<file path="config.mk">
export PLATFORM = sky130hd
export DESIGN_NAME = rps_round_controller_flat
export DESIGN_NICKNAME = d
export VERILOG_FILES = /design/src/rtl/rps_round_controller_if.sv /design/src/rtl/rps_round_controller.sv /design/src/flat_wrapper.sv
export SDC_FILE = /design/constraint.sdc
export NUM_CORES = 1
export LEC_CHECK = 0
export ABC_AREA = 1
export BUFFER_PORTS_ARGS = -buffer_cell sky130_fd_sc_hd__buf_2
export CAP_MARGIN = 20
export CORE_ASPECT_RATIO = 0.5
export CORE_UTILIZATION = 31
export CTS_CLUSTER_DIAMETER = 40
export DETAILED_ROUTE_END_ITERATION = 6
export PLACE_DENSITY_LB_ADDON = 0.1
export SETUP_SLACK_MARGIN = 0.4
export SLEW_MARGIN = 15
export SYNTH_ARGS = -nofsm -noshare
export SYNTH_HDL_FRONTEND = slang
export SYNTH_SLANG_ARGS = --single-unit
</file>
<file path="constraint.sdc">
create_clock -name clk -period 1.5 [get_ports clk]
set_input_delay 0.075 -clock clk [delete_from_list [all_inputs] [get_ports clk]]
set_output_delay 0.075 -clock clk [all_outputs]
set_load 0.1 [all_outputs]
</file>
<file path="src/rtl/rps_round_controller_if.sv">
// Handshake and status bundle for rps_round_controller.
// master: the player/stimulus side that drives start and the hand submissions.
// slave : the round controller that acknowledges hands and publishes game state.
interface rps_round_controller_if;
  logic       start;
  logic       p1_valid;
  logic [1:0] p1_hand_in;
  logic       p2_valid;
  logic [1:0] p2_hand_in;
  logic       p1_ack;
  logic       p2_ack;
  logic [3:0] game_state;
  logic [1:0] p1_hand;
  logic [1:0] p2_hand;
  logic [2:0] p1_score;
  logic [2:0] p2_score;
  logic [1:0] match_winner;

  modport master (
    output start, p1_valid, p1_hand_in, p2_valid, p2_hand_in,
    input  p1_ack, p2_ack, game_state, p1_hand, p2_hand,
           p1_score, p2_score, match_winner
  );

  modport slave (
    input  start, p1_valid, p1_hand_in, p2_valid, p2_hand_in,
    output p1_ack, p2_ack, game_state, p1_hand, p2_hand,
           p1_score, p2_score, match_winner
  );
endinterface

</file>
<file path="src/rtl/rps_round_controller.sv">
// Two-player rock/paper/scissors match sequencer.
// Collects and locks both hands, reveals them, scores the round, holds the
// result for RESULT_CYCLES cycles and declares the match winner once either
// player reaches WIN_SCORE round wins.
// Optional feature macro: ROUND_TIMEOUT_EN -- bounds hand entry per round to
// TIMEOUT_CYCLES cycles; a locked player wins by forfeit when it expires.
module rps_round_controller #(
  parameter int WIN_SCORE      = 3,
  parameter int RESULT_CYCLES  = 4,
  parameter int TIMEOUT_CYCLES = 1000
) (
  input  logic                   clk,
  input  logic                   rst_n,
  rps_round_controller_if.slave  bus
);

  // Elaboration-time guards on the parameter ranges.
  if (WIN_SCORE < 1 || WIN_SCORE > 7) begin : g_bad_win_score
    $error("rps_round_controller: WIN_SCORE must be in 1..7");
  end
  if (RESULT_CYCLES < 1) begin : g_bad_result_cycles
    $error("rps_round_controller: RESULT_CYCLES must be >= 1");
  end
  if (TIMEOUT_CYCLES < 1) begin : g_bad_timeout_cycles
    $error("rps_round_controller: TIMEOUT_CYCLES must be >= 1");
  end

  typedef enum logic [3:0] {
    S_IDLE       = 4'd0,
    S_WAIT_BOTH  = 4'd1,
    S_P1_LOCKED  = 4'd2,
    S_P2_LOCKED  = 4'd3,
    S_REVEAL     = 4'd4,
    S_P1_WIN     = 4'd5,
    S_P2_WIN     = 4'd6,
    S_DRAW       = 4'd7,
    S_MATCH_OVER = 4'd9
  } state_t;

  localparam logic [2:0] WIN       = 3'(WIN_SCORE);
  localparam int         HW        = (RESULT_CYCLES > 1) ? $clog2(RESULT_CYCLES) : 1;
  localparam logic [HW-1:0] HOLD_LAST = HW'(RESULT_CYCLES - 1);

  state_t        state_q, state_nxt;
  logic [1:0]    p1_hand_q, p1_hand_nxt;
  logic [1:0]    p2_hand_q, p2_hand_nxt;
  logic [2:0]    p1_score_q, p1_score_nxt;
  logic [2:0]    p2_score_q, p2_score_nxt;
  logic [1:0]    winner_q, winner_nxt;
  logic          p1_ack_q, p1_ack_nxt;
  logic          p2_ack_q, p2_ack_nxt;
  logic [HW-1:0] hold_q, hold_nxt;
  logic          p1_acc, p2_acc;
  logic          tmo_hit;

  // Hand 0 is not a legal choice, so a submission carrying it is dropped.
  assign p1_acc = bus.p1_valid && (bus.p1_hand_in != 2'd0);
  assign p2_acc = bus.p2_valid && (bus.p2_hand_in != 2'd0);

  // True when hand a defeats hand b (1 rock, 2 paper, 3 scissors).
  function automatic logic beats(input logic [1:0] a, input logic [1:0] b);
    return (a == 2'd2 && b == 2'd1) ||
           (a == 2'd3 && b == 2'd2) ||
           (a == 2'd1 && b == 2'd3);
  endfunction

  // Scores stop at WIN_SCORE instead of wrapping.
  function automatic logic [2:0] sat_inc(input logic [2:0] s);
    return (s >= WIN) ? s : s + 3'd1;
  endfunction

`ifdef ROUND_TIMEOUT_EN
  localparam int TW = $clog2(TIMEOUT_CYCLES + 1);
  logic [TW-1:0] tmo_q, tmo_nxt;

  assign tmo_hit = (tmo_q == TW'(TIMEOUT_CYCLES - 1));

  // Entry timer: counts while waiting for hands; any state change, any ack
  // or an expiry restarts it from zero.
  always_comb begin
    tmo_nxt = '0;
    if ((state_q == S_WAIT_BOTH || state_q == S_P1_LOCKED || state_q == S_P2_LOCKED) &&
        state_nxt == state_q && !p1_ack_nxt && !p2_ack_nxt && !tmo_hit)
      tmo_nxt = tmo_q + 1'b1;
  end

  // Entry timer register.
  always_ff @(posedge clk or negedge rst_n) begin
    if (!rst_n) tmo_q <= '0;
    else        tmo_q <= tmo_nxt;
  end
`else
  assign tmo_hit = 1'b0;
`endif

  // Next-state and next-output logic for the match sequencer.
  always_comb begin
    // NOTE: every signal gets its hold value first so no path through the
    // case statement leaves one unassigned and infers a latch.
    state_nxt    = state_q;
    p1_hand_nxt  = p1_hand_q;
    p2_hand_nxt  = p2_hand_q;
    p1_score_nxt = p1_score_q;
    p2_score_nxt = p2_score_q;
    winner_nxt   = winner_q;
    p1_ack_nxt   = 1'b0;
    p2_ack_nxt   = 1'b0;
    hold_nxt     = '0;

    case (state_q)
      S_IDLE, S_MATCH_OVER: begin
        if (bus.start) begin
          p1_hand_nxt  = 2'd0;
          p2_hand_nxt  = 2'd0;
          p1_score_nxt = 3'd0;
          p2_score_nxt = 3'd0;
          winner_nxt   = 2'd0;
          state_nxt    = S_WAIT_BOTH;
        end
      end

      S_WAIT_BOTH: begin
        if (p1_acc) begin
          p1_hand_nxt = bus.p1_hand_in;
          p1_ack_nxt  = 1'b1;
        end
        if (p2_acc) begin
          p2_hand_nxt = bus.p2_hand_in;
          p2_ack_nxt  = 1'b1;
        end
        if (p1_acc && p2_acc) state_nxt = S_REVEAL;
        else if (p1_acc)      state_nxt = S_P1_LOCKED;
        else if (p2_acc)      state_nxt = S_P2_LOCKED;
      end

      S_P1_LOCKED: begin
        if (p2_acc) begin
          p2_hand_nxt = bus.p2_hand_in;
          p2_ack_nxt  = 1'b1;
          state_nxt   = S_REVEAL;
        end else if (tmo_hit) begin
          p1_score_nxt = sat_inc(p1_score_q);
          state_nxt    = S_P1_WIN;
        end
      end

      S_P2_LOCKED: begin
        if (p1_acc) begin
          p1_hand_nxt = bus.p1_hand_in;
          p1_ack_nxt  = 1'b1;
          state_nxt   = S_REVEAL;
        end else if (tmo_hit) begin
          p2_score_nxt = sat_inc(p2_score_q);
          state_nxt    = S_P2_WIN;
        end
      end

      S_REVEAL: begin
        if (beats(p1_hand_q, p2_hand_q)) begin
          p1_score_nxt = sat_inc(p1_score_q);
          state_nxt    = S_P1_WIN;
        end else if (beats(p2_hand_q, p1_hand_q)) begin
          p2_score_nxt = sat_inc(p2_score_q);
          state_nxt    = S_P2_WIN;
        end else begin
          state_nxt = S_DRAW;
        end
      end

      S_P1_WIN, S_P2_WIN, S_DRAW: begin
        if (hold_q == HOLD_LAST) begin
          if (p1_score_q == WIN || p2_score_q == WIN) begin
            winner_nxt = (p1_score_q == WIN) ? 2'd1 : 2'd2;
            state_nxt  = S_MATCH_OVER;
          end else begin
            p1_hand_nxt = 2'd0;
            p2_hand_nxt = 2'd0;
            state_nxt   = S_WAIT_BOTH;
          end
        end else begin
          hold_nxt = hold_q + 1'b1;
        end
      end

      // Unused encodings recover to IDLE.
      default: state_nxt = S_IDLE;
    endcase
  end

  // State and output registers; reset clears the whole match.
  always_ff @(posedge clk or negedge rst_n) begin
    if (!rst_n) begin
      state_q    <= S_IDLE;
      p1_hand_q  <= 2'd0;
      p2_hand_q  <= 2'd0;
      p1_score_q <= 3'd0;
      p2_score_q <= 3'd0;
      winner_q   <= 2'd0;
      p1_ack_q   <= 1'b0;
      p2_ack_q   <= 1'b0;
      hold_q     <= '0;
    end else begin
      // NOTE: non-blocking assignments so every register samples the values
      // from before this edge, independent of statement order.
      state_q    <= state_nxt;
      p1_hand_q  <= p1_hand_nxt;
      p2_hand_q  <= p2_hand_nxt;
      p1_score_q <= p1_score_nxt;
      p2_score_q <= p2_score_nxt;
      winner_q   <= winner_nxt;
      p1_ack_q   <= p1_ack_nxt;
      p2_ack_q   <= p2_ack_nxt;
      hold_q     <= hold_nxt;
    end
  end

  assign bus.game_state   = state_q;
  assign bus.p1_hand      = p1_hand_q;
  assign bus.p2_hand      = p2_hand_q;
  assign bus.p1_score     = p1_score_q;
  assign bus.p2_score     = p2_score_q;
  assign bus.match_winner = winner_q;
  assign bus.p1_ack       = p1_ack_q;
  assign bus.p2_ack       = p2_ack_q;

endmodule

</file>
<file path="src/flat_wrapper.sv">
// flat-port wrapper written by rule: the top's interface ports become plain ports
module rps_round_controller_flat 
#(
  parameter int WIN_SCORE      = 3,
  parameter int RESULT_CYCLES  = 4,
  parameter int TIMEOUT_CYCLES = 1000
)
  (clk, rst_n, bus_start, bus_p1_valid, bus_p1_hand_in, bus_p2_valid, bus_p2_hand_in, bus_p1_ack, bus_p2_ack, bus_game_state, bus_p1_hand, bus_p2_hand, bus_p1_score, bus_p2_score, bus_match_winner);
  rps_round_controller_if bus_i ();
  input  logic clk;
  input  logic rst_n;
  input wire logic [$bits(bus_i.start)-1:0] bus_start;
  input wire logic [$bits(bus_i.p1_valid)-1:0] bus_p1_valid;
  input wire logic [$bits(bus_i.p1_hand_in)-1:0] bus_p1_hand_in;
  input wire logic [$bits(bus_i.p2_valid)-1:0] bus_p2_valid;
  input wire logic [$bits(bus_i.p2_hand_in)-1:0] bus_p2_hand_in;
  output wire logic [$bits(bus_i.p1_ack)-1:0] bus_p1_ack;
  output wire logic [$bits(bus_i.p2_ack)-1:0] bus_p2_ack;
  output wire logic [$bits(bus_i.game_state)-1:0] bus_game_state;
  output wire logic [$bits(bus_i.p1_hand)-1:0] bus_p1_hand;
  output wire logic [$bits(bus_i.p2_hand)-1:0] bus_p2_hand;
  output wire logic [$bits(bus_i.p1_score)-1:0] bus_p1_score;
  output wire logic [$bits(bus_i.p2_score)-1:0] bus_p2_score;
  output wire logic [$bits(bus_i.match_winner)-1:0] bus_match_winner;
  assign bus_i.start = bus_start;
  assign bus_i.p1_valid = bus_p1_valid;
  assign bus_i.p1_hand_in = bus_p1_hand_in;
  assign bus_i.p2_valid = bus_p2_valid;
  assign bus_i.p2_hand_in = bus_p2_hand_in;
  assign bus_p1_ack = bus_i.p1_ack;
  assign bus_p2_ack = bus_i.p2_ack;
  assign bus_game_state = bus_i.game_state;
  assign bus_p1_hand = bus_i.p1_hand;
  assign bus_p2_hand = bus_i.p2_hand;
  assign bus_p1_score = bus_i.p1_score;
  assign bus_p2_score = bus_i.p2_score;
  assign bus_match_winner = bus_i.match_winner;
  rps_round_controller #(.WIN_SCORE(WIN_SCORE), .RESULT_CYCLES(RESULT_CYCLES), .TIMEOUT_CYCLES(TIMEOUT_CYCLES)) u_core (.clk(clk), .rst_n(rst_n), .bus(bus_i));
endmodule
</file>
* Yosys cells after proc, flatten, opt, wreduce, memory -nomap -nowiden
Cells that the tools add are included.
** Storage, ports and cells
- Register bits after elaboration :: 20
- Bits in latches :: 0
- Bits in writable memories :: 0
- ROM bits :: 0
- Bits of input ports :: 9
- Word-level logic and storage cells :: 112
- Memories kept :: 0
** Operators by class
- Add/subtract/negate cells :: 3
- $mul :: 0
- Divide/modulo/power cells :: 0
- Order comparisons :: 2
- Equality and inequality tests :: 31
- Shift operators :: 0
- Mux-type cells :: 36
- Bitwise gates (word level) :: 0
- Reductions and logical operators :: 31
** Operators by type and width (number)
- $mux 4 :: 9
- $pmux 4 s6 :: 1
- $mux 2 :: 10
- $reduce_and 5->1 :: 4
- $mux 3 :: 6
- $eq 4x3->1 const B :: 4
- $ne 2x1->1 const B :: 8
- $pmux 2 s3 :: 2
- $pmux 3 s2 :: 2
- $eq 2x2->1 const B :: 5
- $ne 2x2->1 const B :: 5
- $logic_and 1x1->1 :: 9
- $eq 4x2->1 const B :: 2
- $reduce_and 4->1 :: 2
- $reduce_bool 2->1 :: 4
- $add 3x1->3 const B :: 2
- $eq 3x2->1 const B :: 2
- $ge 3x2->1 const B :: 2
- $reduce_bool 3->1 :: 2
- $reduce_or 2->1 :: 3
- $logic_or 1x1->1 :: 5
- $mux 1 :: 5
- $eq 2x1->1 const B :: 2
- $eq 4x1->1 const B :: 1
- other kinds (6) :: 6

* Depth between registers and ports, before layout
Gate-level depths: netlist (run 1).
- Depth in word-level cells :: 7
- Mapped depth :: 9

* Worst setup path before layout (run 1)
Ideal clock, no wire load.
- Path kind :: flip-flop to flip-flop
- From :: reg u_core.p1_score_q[0], in the netlist u_core.bus.p1_score[0]
- To :: reg u_core.p1_score_q[0], in the netlist u_core.bus.p1_score[0]
- Library setup time :: 0.160 ns
- Data arrival time :: 1.881 ns
- Path slack :: -0.541 ns
- Cell stages (with the launch flop) :: 9
- Buffers on the path :: 0
- Path through :: dfrtp_1 > ha_1 > ha_1 > inv_1 > nand3_1 > nor2_2 > nand2_2 > nand2_1 > a21oi_2
** Between the ends
- Cells in the longest elaborated chain, start to end :: 4
- Elaborated cells between the ends (all ways) :: 7
- Classes of those cells :: 1 x add/sub; 1 x order compare; 1 x eq/ne; 3 x mux; 1 x reduce/logical
** Ends and longest elaborated chain
- start, declared :: RTL line rps_round_controller.sv:47 : logic [2:0] p1_score_q, p1_score_nxt;
- start signal, assigned :: RTL line rps_round_controller.sv:208 : p1_score_q <= p1_score_nxt;
- $add 3x1->3
- $mux 3 :: RTL line rps_round_controller.sv:69 : return (s >= WIN) ? s : s + 3'd1;
- $mux 3 :: RTL line rps_round_controller.sv:159 : if (beats(p1_hand_q, p2_hand_q)) begin
- $pmux 3 s2 :: RTL line rps_round_controller.sv:110 : case (state_q)
Several ways; a longest one is shown, not always the timed one. The select of a mux whose other input is x is not followed.
A chain may end at the register's enable or synchronous reset.

* Worst setup path after layout (run 1)
- From :: reg u_core.state_q[3], in the netlist u_core.bus.game_state[3]
- To :: reg u_core.p2_score_q[1], in the netlist u_core.bus.p2_score[1]
** Between the ends
- Cells in the longest elaborated chain, start to end :: 4
- Elaborated cells between the ends (all ways) :: 11
- Classes of those cells :: 6 x eq/ne; 1 x mux; 4 x reduce/logical
** Ends and longest elaborated chain
- start, declared :: RTL line rps_round_controller.sv:44 : state_t state_q, state_nxt;
- start signal, assigned :: RTL line rps_round_controller.sv:205 : state_q <= state_nxt;
- $eq 4x4->1 or $logic_not 4->1 (tied branches) :: RTL line rps_round_controller.sv:110
- $reduce_or 2->1 :: RTL line rps_round_controller.sv:110
- $ne 2x2->1 (no line) or $reduce_bool 2->1 (tied branches)
- $reduce_and 5->1 (no line)
- end signal, assigned :: RTL line rps_round_controller.sv:209 : p2_score_q <= p2_score_nxt;
- end, declared :: RTL line rps_round_controller.sv:48 : logic [2:0] p2_score_q, p2_score_nxt;
Several ways; a longest one is shown, not always the timed one.

==> results of run 1 <==
-- timing repair --
action,4_1_cts,5_1_grt
buffers inserted,13,5
hold buffers,1,0
endpoints found under the setup margin,34,30
pin swaps,13,13
hold endpoints to repair,20,0
resized for setup,46,22
-- final timing paths --
path / cells past startpoint / slack [ns] / start / end
hold reg to reg: 1 / 0.48 / u_core.hold_q[0] / u_core.hold_q[0]
max in group asynchronous: 2 / 0.85 / rst_n / u_core.bus.p2_score[1]
setup reg to reg: 7 / 0.006 / u_core.bus.game_state[3] / u_core.bus.p2_score[1]
hold / removal: 5 / 0.14 / bus_p2_hand_in[0] / u_core.bus.p2_hand[0]
setup / recovery: 7 / 0.006 / u_core.bus.game_state[3] / u_core.bus.p2_score[1]
min in group asynchronous: 2 / 0.29 / rst_n / u_core.bus.game_state[2]
-- registers in the layout, summed over array words and instances, names as in the netlist --
| name | count |
|---|---|
| u_core.bus.game_state | 4 |
| u_core.bus.p2_hand | 2 |
| u_core.bus.p1_hand | 2 |
| u_core.hold_q | 2 |
| u_core.bus.p1_score | 3 |
| u_core.bus.match_winner | 2 |
| u_core.bus.p2_score | 3 |
| u_core.bus.p2_ack | 1 |
| u_core.bus.p1_ack | 1 |
-- layer usage --
layer  track usage  up-vias  share of wire
met5             0        -              0
met2         0.251       24           0.45
met4        0.0221        0         0.0058
met1         0.240      582           0.49
li1              -      685              -
met3        0.0389        4          0.046
-- layout by cell type (no fill, tap or decap), types with 6 or more instances in the layout --
master,instances
sky130_fd_sc_hd__buf_6,12
sky130_fd_sc_hd__nand2_2,15
sky130_fd_sc_hd__dfrtp_4,10
sky130_fd_sc_hd__nor2_2,7
sky130_fd_sc_hd__nand3_1,15
sky130_fd_sc_hd__dfrtp_1,6
sky130_fd_sc_hd__inv_1,18
sky130_fd_sc_hd__buf_4,20
sky130_fd_sc_hd__nor2_4,9
sky130_fd_sc_hd__nor2_1,13
sky130_fd_sc_hd__buf_2,9
sky130_fd_sc_hd__inv_4,7
sky130_fd_sc_hd__buf_12,8
sky130_fd_sc_hd__nand2_4,9
sky130_fd_sc_hd__nand2_1,33
-- worst min-delay path: stages --
cell                      delay (ns)
sky130_fd_sc_hd__buf_2          0.10
sky130_fd_sc_hd__inv_1          0.04
sky130_fd_sc_hd__nor2_1         0.04
sky130_fd_sc_hd__nand3_1        0.07
sky130_fd_sc_hd__nand2_1        0.05
-- kinds of logic after synthesis --
group | after synthesis | synth area share
compound gates | 15 | 0.0870
fa+ha+maj | 5 | 0.0453
buf+inv | 29 | 0.0789
simple gates | 113 | 0.426
flops | 20 | 0.363
-- power breakdown --
part / total [mW] / switching (mW) / internal [mW]
clock: 0.551 / 0.195 / 0.356
sequential: 0.919 / 0.195 / 0.724
combinational: 3.47 / 2.19 / 1.29
total: 4.94 / 2.58 / 2.37
-- per-stage QoR --
stage / util / setup WS [ns] / power, mW / setup TNS [ns] / hold slack [ns]
floorplan: - / -0.0710 / 3.16 / -0.317 / -0.221
global placement: 0.445 / 0.0451 / 3.72 / 0 / 0.0631
detailed placement: 0.445 / 0.00735 / 3.73 / 0 / 0.0619
CTS: 0.528 / 0.0534 / 4.79 / 0 / 0.134
global route: 0.556 / -0.0568 / 5.29 / -0.449 / 0.162
finish: 0.556 / 0.00615 / 4.94 / 0 / 0.138
-- Yosys cell counts, types with 4 or more instances --
| cell type | instances | share of area |
|---|---|---|
| sky130_fd_sc_hd__o21ai_1 | 5 | 0.018 |
| sky130_fd_sc_hd__inv_2 | 6 | 0.016 |
| sky130_fd_sc_hd__dfrtp_1 | 20 | 0.36 |
| sky130_fd_sc_hd__nand2_1 | 40 | 0.11 |
| sky130_fd_sc_hd__nor2_2 | 10 | 0.045 |
| sky130_fd_sc_hd__inv_1 | 23 | 0.063 |
| sky130_fd_sc_hd__nand2_2 | 12 | 0.054 |
| sky130_fd_sc_hd__ha_1 | 5 | 0.045 |
| sky130_fd_sc_hd__nand3_1 | 20 | 0.073 |
| sky130_fd_sc_hd__nand4_1 | 4 | 0.018 |
| sky130_fd_sc_hd__nand2_4 | 5 | 0.041 |
| sky130_fd_sc_hd__nor2_1 | 17 | 0.046 |
-- final cells by class --
class,instances,area (µm²),share of cell area
multi-input cells,133,955,0.420
flip-flops and latches,20,543,0.239
repair buffers,51,508,0.224
inverters,29,126,0.0556
well taps,54,67.6,0.0298
clock buffers,3,41.3,0.0182
clock inverters,1,30.0,0.0132
==> results, run 1 <==
- The ratio of total power to cell area is 2180 nW/µm².
- The antenna cell count is 0.
- The clock latency of the later-clocked register in the worst-skew pair is 0.26 ns.
- The number of synthesized register bits is 20.
- The net count of the finished layout is 252.
- The routed length per instance is 11.3 µm.
- On the critical path the largest part of the delay comes from simple AND/OR/NAND/NOR gates.
- In the routed design, unresolved DRC markers number 0.
- The most common flop cell mapped by yosys is sky130_fd_sc_hd__dfrtp_1.
- The cell count after synthesis is 182.
- After synthesis, the mean cell area works out to 7.58 µm².
- The total via count in the routed design is 1295.
- Yosys printed 0 warnings.
- Clock skew on the completed layout was measured at 0.00232 ns.
- The max-slew violation count came to 0.
- The number of antenna violations at the first check in global routing is 0.
- Summed over all cells, the static leakage comes to 1.11 nW.
- The count of buffers added on input and output ports is 26.
- For this configuration, the core starts out at a cell density of 0.338.
- The first detailed-routing pass took 4 iterations.
- The number of design-rule violations left by the first detailed-router iteration is 39.
- The share of flip-flops with an asynchronous set or reset after synthesis is 1.00.
- The clock sink count is 20.
- Compared with the post-synthesis result, the final layout area differs by 64.6%.
- In this run the remaining antenna-violating nets after routing total 0.
- The total number of placement rows is 16.
- Summing all non-filler instances in the final layout gives an area of 2270 µm².
- For this design the top-level I/O count stands at 27.
- In the final layout, the share of cells above drive strength 1 is 0.578.
- Subtracting the final worst setup slack from the clock period gives 1.49 ns.
- The maximum number of pins on one net before global-route repair is 21.
- Clock tree synthesis inserted a total of 3 buffers.
- The number of enable flip-flop cells after synthesis is 0.
- The via count of the first global-routing pass was 1235.
- For this run, the register share of the synthesized area comes to 0.363.
- The remaining max-slew budget at the tightest pin is 0.680.
- The number of distinct library cell variants in the gate-level netlist after synthesis is 22.
- The run finished with clean final reports.
- The longest clock path from root to sink contains 2 buffers.
- CTS built an H-tree with a depth of 1.
- In this run the worst hold path is classified as primary input to flop.
- The clock slew at the register clock pins of the worst setup and hold paths is 0.08 ns.
- At the pin with the least slew margin, the transition time is 0.484 ns.
- The sort of element at the start of the critical path is a flop.
- The first global-routing pass estimated 5880 µm of wire.
- Across the run, the number of max-cap violations was 0.
- Among all stages on the critical path, the largest delay is contributed by sky130_fd_sc_hd__dfrtp_4.
- Setup repair after global routing could not meet its margin everywhere.
- For this run, the total global-route usage over all layers was measured as 0.164.
- Once placement finished, the instance area stood at 1820 µm².
- The area enclosed by the die boundary is 4740 µm².
- The number of placed instances, taps included, is 268.
- For this run, the top clock speed supported by timing is 669 MHz.
- The number of fillers in the final layout is 373.
- Global routing finished with a remaining overflow of 0.
- At the worst endpoint, the required time is 1.69 ns.
- Counting stages on the worst path, the most repeated cell is sky130_fd_sc_hd__nand2_4.
- The finished layout holds 291 standard cells, fillers aside.
- Of all nets on the critical path, the largest fanout is 6.
- Synthesis produced a netlist with a net count of 196.
- The routed via count divided by cell count is 4.45.
- The cell chosen for the clock root is sky130_fd_sc_hd__clkbuf_8.
- The number of buffer and inverter instances along the worst setup path is 1.
- The worst setup path is captured at a flop.
- The final cycle utilization of the critical path is 0.996.
- The die is 49.2 µm tall.
- TritonCTS built the clock tree.
- Across the VDD grid, the largest voltage drop is 1150 µV.
- The congestion estimate from routability-driven global placement came to 0.748.
- The total area inside the core boundary comes to 4080 µm².
- The signal on the critical path passes through inv_4 -> nand2_4 -> nor2_4 -> nand4_1 -> nand2_4 -> nand2_1 -> o21ai_1.
- The half-perimeter wire length of the detailed placement result is 2610 µm.
- For this run, the slowest stage of the critical path takes 0.52 ns.
- In this run the horizontal extent of the chip is 96.4 µm.
- The final hold violation count is 0.
- The cell area after technology mapping is 1380 µm².
- The setup violation total in the final timing report is 0.
- The final layout contains routed wiring with a total length of 3300 µm.
- The critical path arrival is 1.68 ns.
- The setup path with the least slack is of type flop to flop.
No activity file was read; power rests on OpenSTA's default activity.
==> inputs of run 2 (changes only) <==
Settings changed: ABC_AREA 1 to default.
==> run 2 against run 1 <==
Effect of this change:
- the flow now finishes with violations (setup timing)
- fmax is 16% lower
- sequential power increased by 2.7%
- cell area grew 6.2%
- routed wire length rose by 18%
- flip-flop and latch count unchanged
- hold slack worse by 0.080 ns
- utilization increased by 11 points
==> results, run 2 <==
- The cell internal power dissipation was 2.94 mW (+24%).
- The number of fillers in the final layout came to 288 (-23%).
- The switching power of the nets was 2.72 mW (+5.5%).
- The number of flip-flops under the largest register name is 4 (unchanged).
- The final period demand of the worst path is 1.77 ns (+0.279 ns).
- The overall fraction of global-route tracks in use is 0.204 (+0.0398).
- The wire length of the first global-routing pass was 6460 µm (+9.9%).
- The number of distinct library cell variants in the gate-level netlist after synthesis came to 44 (+100%).
- The worst slack at placement was -0.334 ns (-0.341 ns).
- STA classifies the critical path endpoint as a flop.
- The max-capacitance violation count is 0 (unchanged).
- The required arrival time at the worst endpoint came to 1.65 ns (-0.04 ns).
- The total number of H-tree levels is 1 (unchanged).
- The chip width is 90.9 µm (-5.7%).
- The via count of the first global-routing pass is 1292 (+4.6%).
- The static leakage is 1.08 nW (-3.1%).
- The total CTS buffers is 3 (unchanged).
- The library cells used most frequently in the layout, excluding fill and tap cells, are 33 x sky130_fd_sc_hd__buf_4, 24 x sky130_fd_sc_hd__buf_6, 11 x sky130_fd_sc_hd__buf_12.
- The total wire length after detailed routing came to 3890 µm (+18%).
- The cell area after technology mapping is 1220 µm² (-11%).
- Setup repair after global routing could not meet its margin everywhere.
- The critical path arrival is 1.92 ns (+0.24 ns).
- The final setup TNS is -2.65 ns (-2.65 ns).
- The antenna cell count came to 0 (unchanged).
- The worst supply voltage drop on vdd is 1270 µV (+10%).
- The most common flop cell mapped by yosys is sky130_fd_sc_hd__dfrtp_1.
- The number of synthesized register bits came to 20 (unchanged).
- The number of iterations in the first detailed-routing pass is 4 (unchanged).
- The setup violation total in the final timing report is 15 (+15).
- The ratio of total power to cell area is 2350 nW/µm² (+7.8%).
- The count of pins on the block boundary came to 27 (unchanged).
- The run finished, with violations left.
- Relative to the synthesized area, the layout overhead comes to 96.9%.
- The die span in y is 46.5 µm (-5.6%).
- The final hold violation count came to 0 (unchanged).
- The total number of placement rows is 15 (-1).
- The maximum number of pins on one net before global-route repair was 21 (unchanged).
- The checks that failed: setup timing.
- The tree is rooted in a sky130_fd_sc_hd__clkbuf_8.
- The clock sink count is 20 (unchanged).
- The final clock skew is 0.00134 ns (-0.000974 ns).
- The kind of critical path is flop to flop.
- TritonCTS built the clock tree.
- The switching power as a share of total power came to 0.480 (-0.0410).
- The total via count in the routed design is 1280 (-1.2%).
- The initial cell density of the core is 0.340 (+0.00200).
- The area enclosed by the die boundary is 4220 µm² (-11%).
- The proportion of power drawn by the clock network was 0.064 (-0.047).
- The total overflow reported by the global router is 0 (unchanged).
- The synthesized netlist net count is 140 (-29%).
- sky130_fd_sc_hd__dfrtp_1 is the most common cell in the netlist.
- The top-area cell type share of the netlist area is 0.409 (+0.0459).
- The class of the worst hold path is primary input to flop.
- The count of buffers inserted at the top-level ports is 26 (unchanged).
- The maximum clock insertion buffer count was 2 (unchanged).
- The number of nets at the end of the flow is 222 (-12%).
- The final critical-path setup slack was -0.273 ns (-0.279 ns).
- The routed via count divided by cell count came to 4.98 (+12%).
- The number of nets with antenna violations after routing is 0 (unchanged).
- The final cycle utilization of the critical path came to 1.18 (+0.186).
- The DRC violations left is 0 (unchanged).
- The share of flip-flops with an asynchronous set or reset after synthesis is 1.00 (unchanged).
- The half-perimeter wire length of the detailed placement result is 2680 µm (+2.7%).
- The routed length per instance was 15.1 µm (+33%).
- The number of design-rule violations left by the first detailed-router iteration is 56 (+44%).
- Counting instances in the post-synthesis netlist gives the leading cell types as 20 x sky130_fd_sc_hd__dfrtp_1, 12 x sky130_fd_sc_hd__nand2_1, 10 x sky130_fd_sc_hd__inv_1.
- In the post-synthesis netlist, the biggest area contributors are sky130_fd_sc_hd__dfrtp_1 41%, sky130_fd_sc_hd__ha_1 5.1%, sky130_fd_sc_hd__mux2i_1 4.9%.
- The measured slew at the worst slew-check pin was 0.496 ns (+0.0119 ns).
- The worst setup path is launched from a flop.
- The core area was 3600 µm² (-12%).
- The fraction of layout instances using a drive strength above 1 is 0.660 (+0.0821).
- The combinational share of power was 0.769 (+0.066).
- The biggest area consumer among synthesized cells is sky130_fd_sc_hd__dfrtp_1.
- The upper clock frequency limit is 564 MHz (-16%).
- The max-slew violation count is 0 (unchanged).
- The maximum net fanout on the critical path is 3 (-3).
- The register area share after synthesis is 0.409 (+0.0459).
- The leading cell type in the layout, fill and taps excluded is sky130_fd_sc_hd__buf_4.
- The number of enable flip-flop cells after synthesis came to 0 (unchanged).
- The share of total power in sequential cells was 0.167 (-0.019).
- The remaining max-slew budget at the tightest pin came to 0.670 (-0.0102).
- The number of antenna violations at the first check in global routing was 0 (unchanged).
- The Yosys warning count is 0 (unchanged).
- The mean cell area of the mapped netlist is 9.72 µm² (+28%).
- The clock slew at the register clock pins of the worst setup and hold paths was 0.08 ns (about the same).
- The clock latency of the later-clocked register in the worst-skew pair is 0.26 ns (about the same).
- The placer's final routability congestion estimate is 0.837 (+12%).
- The cell count after synthesis is 126 (-31%).
## run 2: cell types whose count changed after synthesis, sizes merged, moves of 3 or more
cell | previous run | this run
nor2 | 29 | 7
mux2i | 0 | 6
nand4 | 4 | 1
mux2 | 0 | 5
nand3 | 20 | 4
inv | 29 | 10
o211ai | 0 | 4
nand2 | 58 | 13
and3 | 0 | 3
buf | 0 | 4
nor3 | 0 | 4
## run 2: worst max-delay path, cell delays in order (launching register included)
cell	delay, ns
sky130_fd_sc_hd__dfrtp_4	0.50
sky130_fd_sc_hd__ha_4	0.17
sky130_fd_sc_hd__ha_4	0.16
sky130_fd_sc_hd__a2111o_1	0.33
sky130_fd_sc_hd__a21oi_4	0.19
sky130_fd_sc_hd__mux2_4	0.31
## run 2: path summary, 6_finish.rpt
| check | startpoint | end | slack, ns | depth (start not counted) |
|---|---|---|---|---|
| worst max-delay path | u_core.bus.p2_score[1] | u_core.bus.p2_score[2] | -0.27 | 5 |
| worst min-delay path | bus_p2_hand_in[0] | u_core.bus.p2_hand[0] | 0.06 | 3 |
| worst max register to register | u_core.bus.p2_score[1] | u_core.bus.p2_score[2] | -0.27 | 5 |
| worst min register to register | u_core.bus.match_winner[0] | u_core.bus.match_winner[0] | 0.51 | 1 |
| max in group asynchronous | rst_n | u_core.bus.p2_score[0] | 0.80 | 2 |
| min in group asynchronous | rst_n | u_core.bus.game_state[1] | 0.32 | 2 |
## run 2: cell families after synthesis
| kind of cell | synth area share |
|---|---|
| and+or+nand+nor | 0.183 |
| AOI/OAI and AO/OA | 0.194 |
| DFF | 0.409 |
| buffers and inverters | 0.0470 |
| muxes | 0.0950 |
| adders and majority gates | 0.0511 |
| xor gates and xnor gates | 0.0215 |
## run 2: layout make-up
cell class / count / area (µm²) / share of cell area
multi-input cells: 92 / 901 / 0.373
repair buffers: 81 / 831 / 0.344
flip-flops and latches: 20 / 538 / 0.223
well taps: 51 / 63.8 / 0.0265
clock buffers: 3 / 41.3 / 0.0171
inverters: 10 / 37.5 / 0.0156
## run 2: timing repair
action | in CTS | in global routing
setup buffers | 3 | 4
hold buffers | 1 | 0
endpoints found under the setup margin | 36 | 33
pin swaps | 11 | 8
resized for setup | 94 | 27
hold endpoints to repair | 20 | 0
## run 2: power groups by stage
stage / clock network (mW) / registers, mW / logic [mW]
global route: 0.401 / 0.973 / 4.61
finish: 0.364 / 0.944 / 4.35
CTS: 0.377 / 0.929 / 4.07
floorplan: 0 / 1.88 / 1.15
global placement: 0 / 0.910 / 3.19
detailed placement: 0 / 0.914 / 3.22
## run 2: metrics by stage
step	cell area [µm²]	total power, mW	cells	util	hold WS [ns]
floorplan	1290	3.03	126	-	-0.221
global placement	1830	4.10	246	0.507	0.0619
detailed placement	1830	4.13	246	0.507	0.0679
CTS	2260	5.37	253	0.628	0.0557
global route	2410	5.98	257	0.669	0.0587
finish	2410	5.66	257	0.669	0.0581
## run 2: metal layers
layer	GRT usage	wire, µm	vias to the layer above
met5	0	0	-
met4	0.0190	4	0
met3	0.0627	252	2
met2	0.341	1730	25
met1	0.273	1900	625
li1	-	-	628
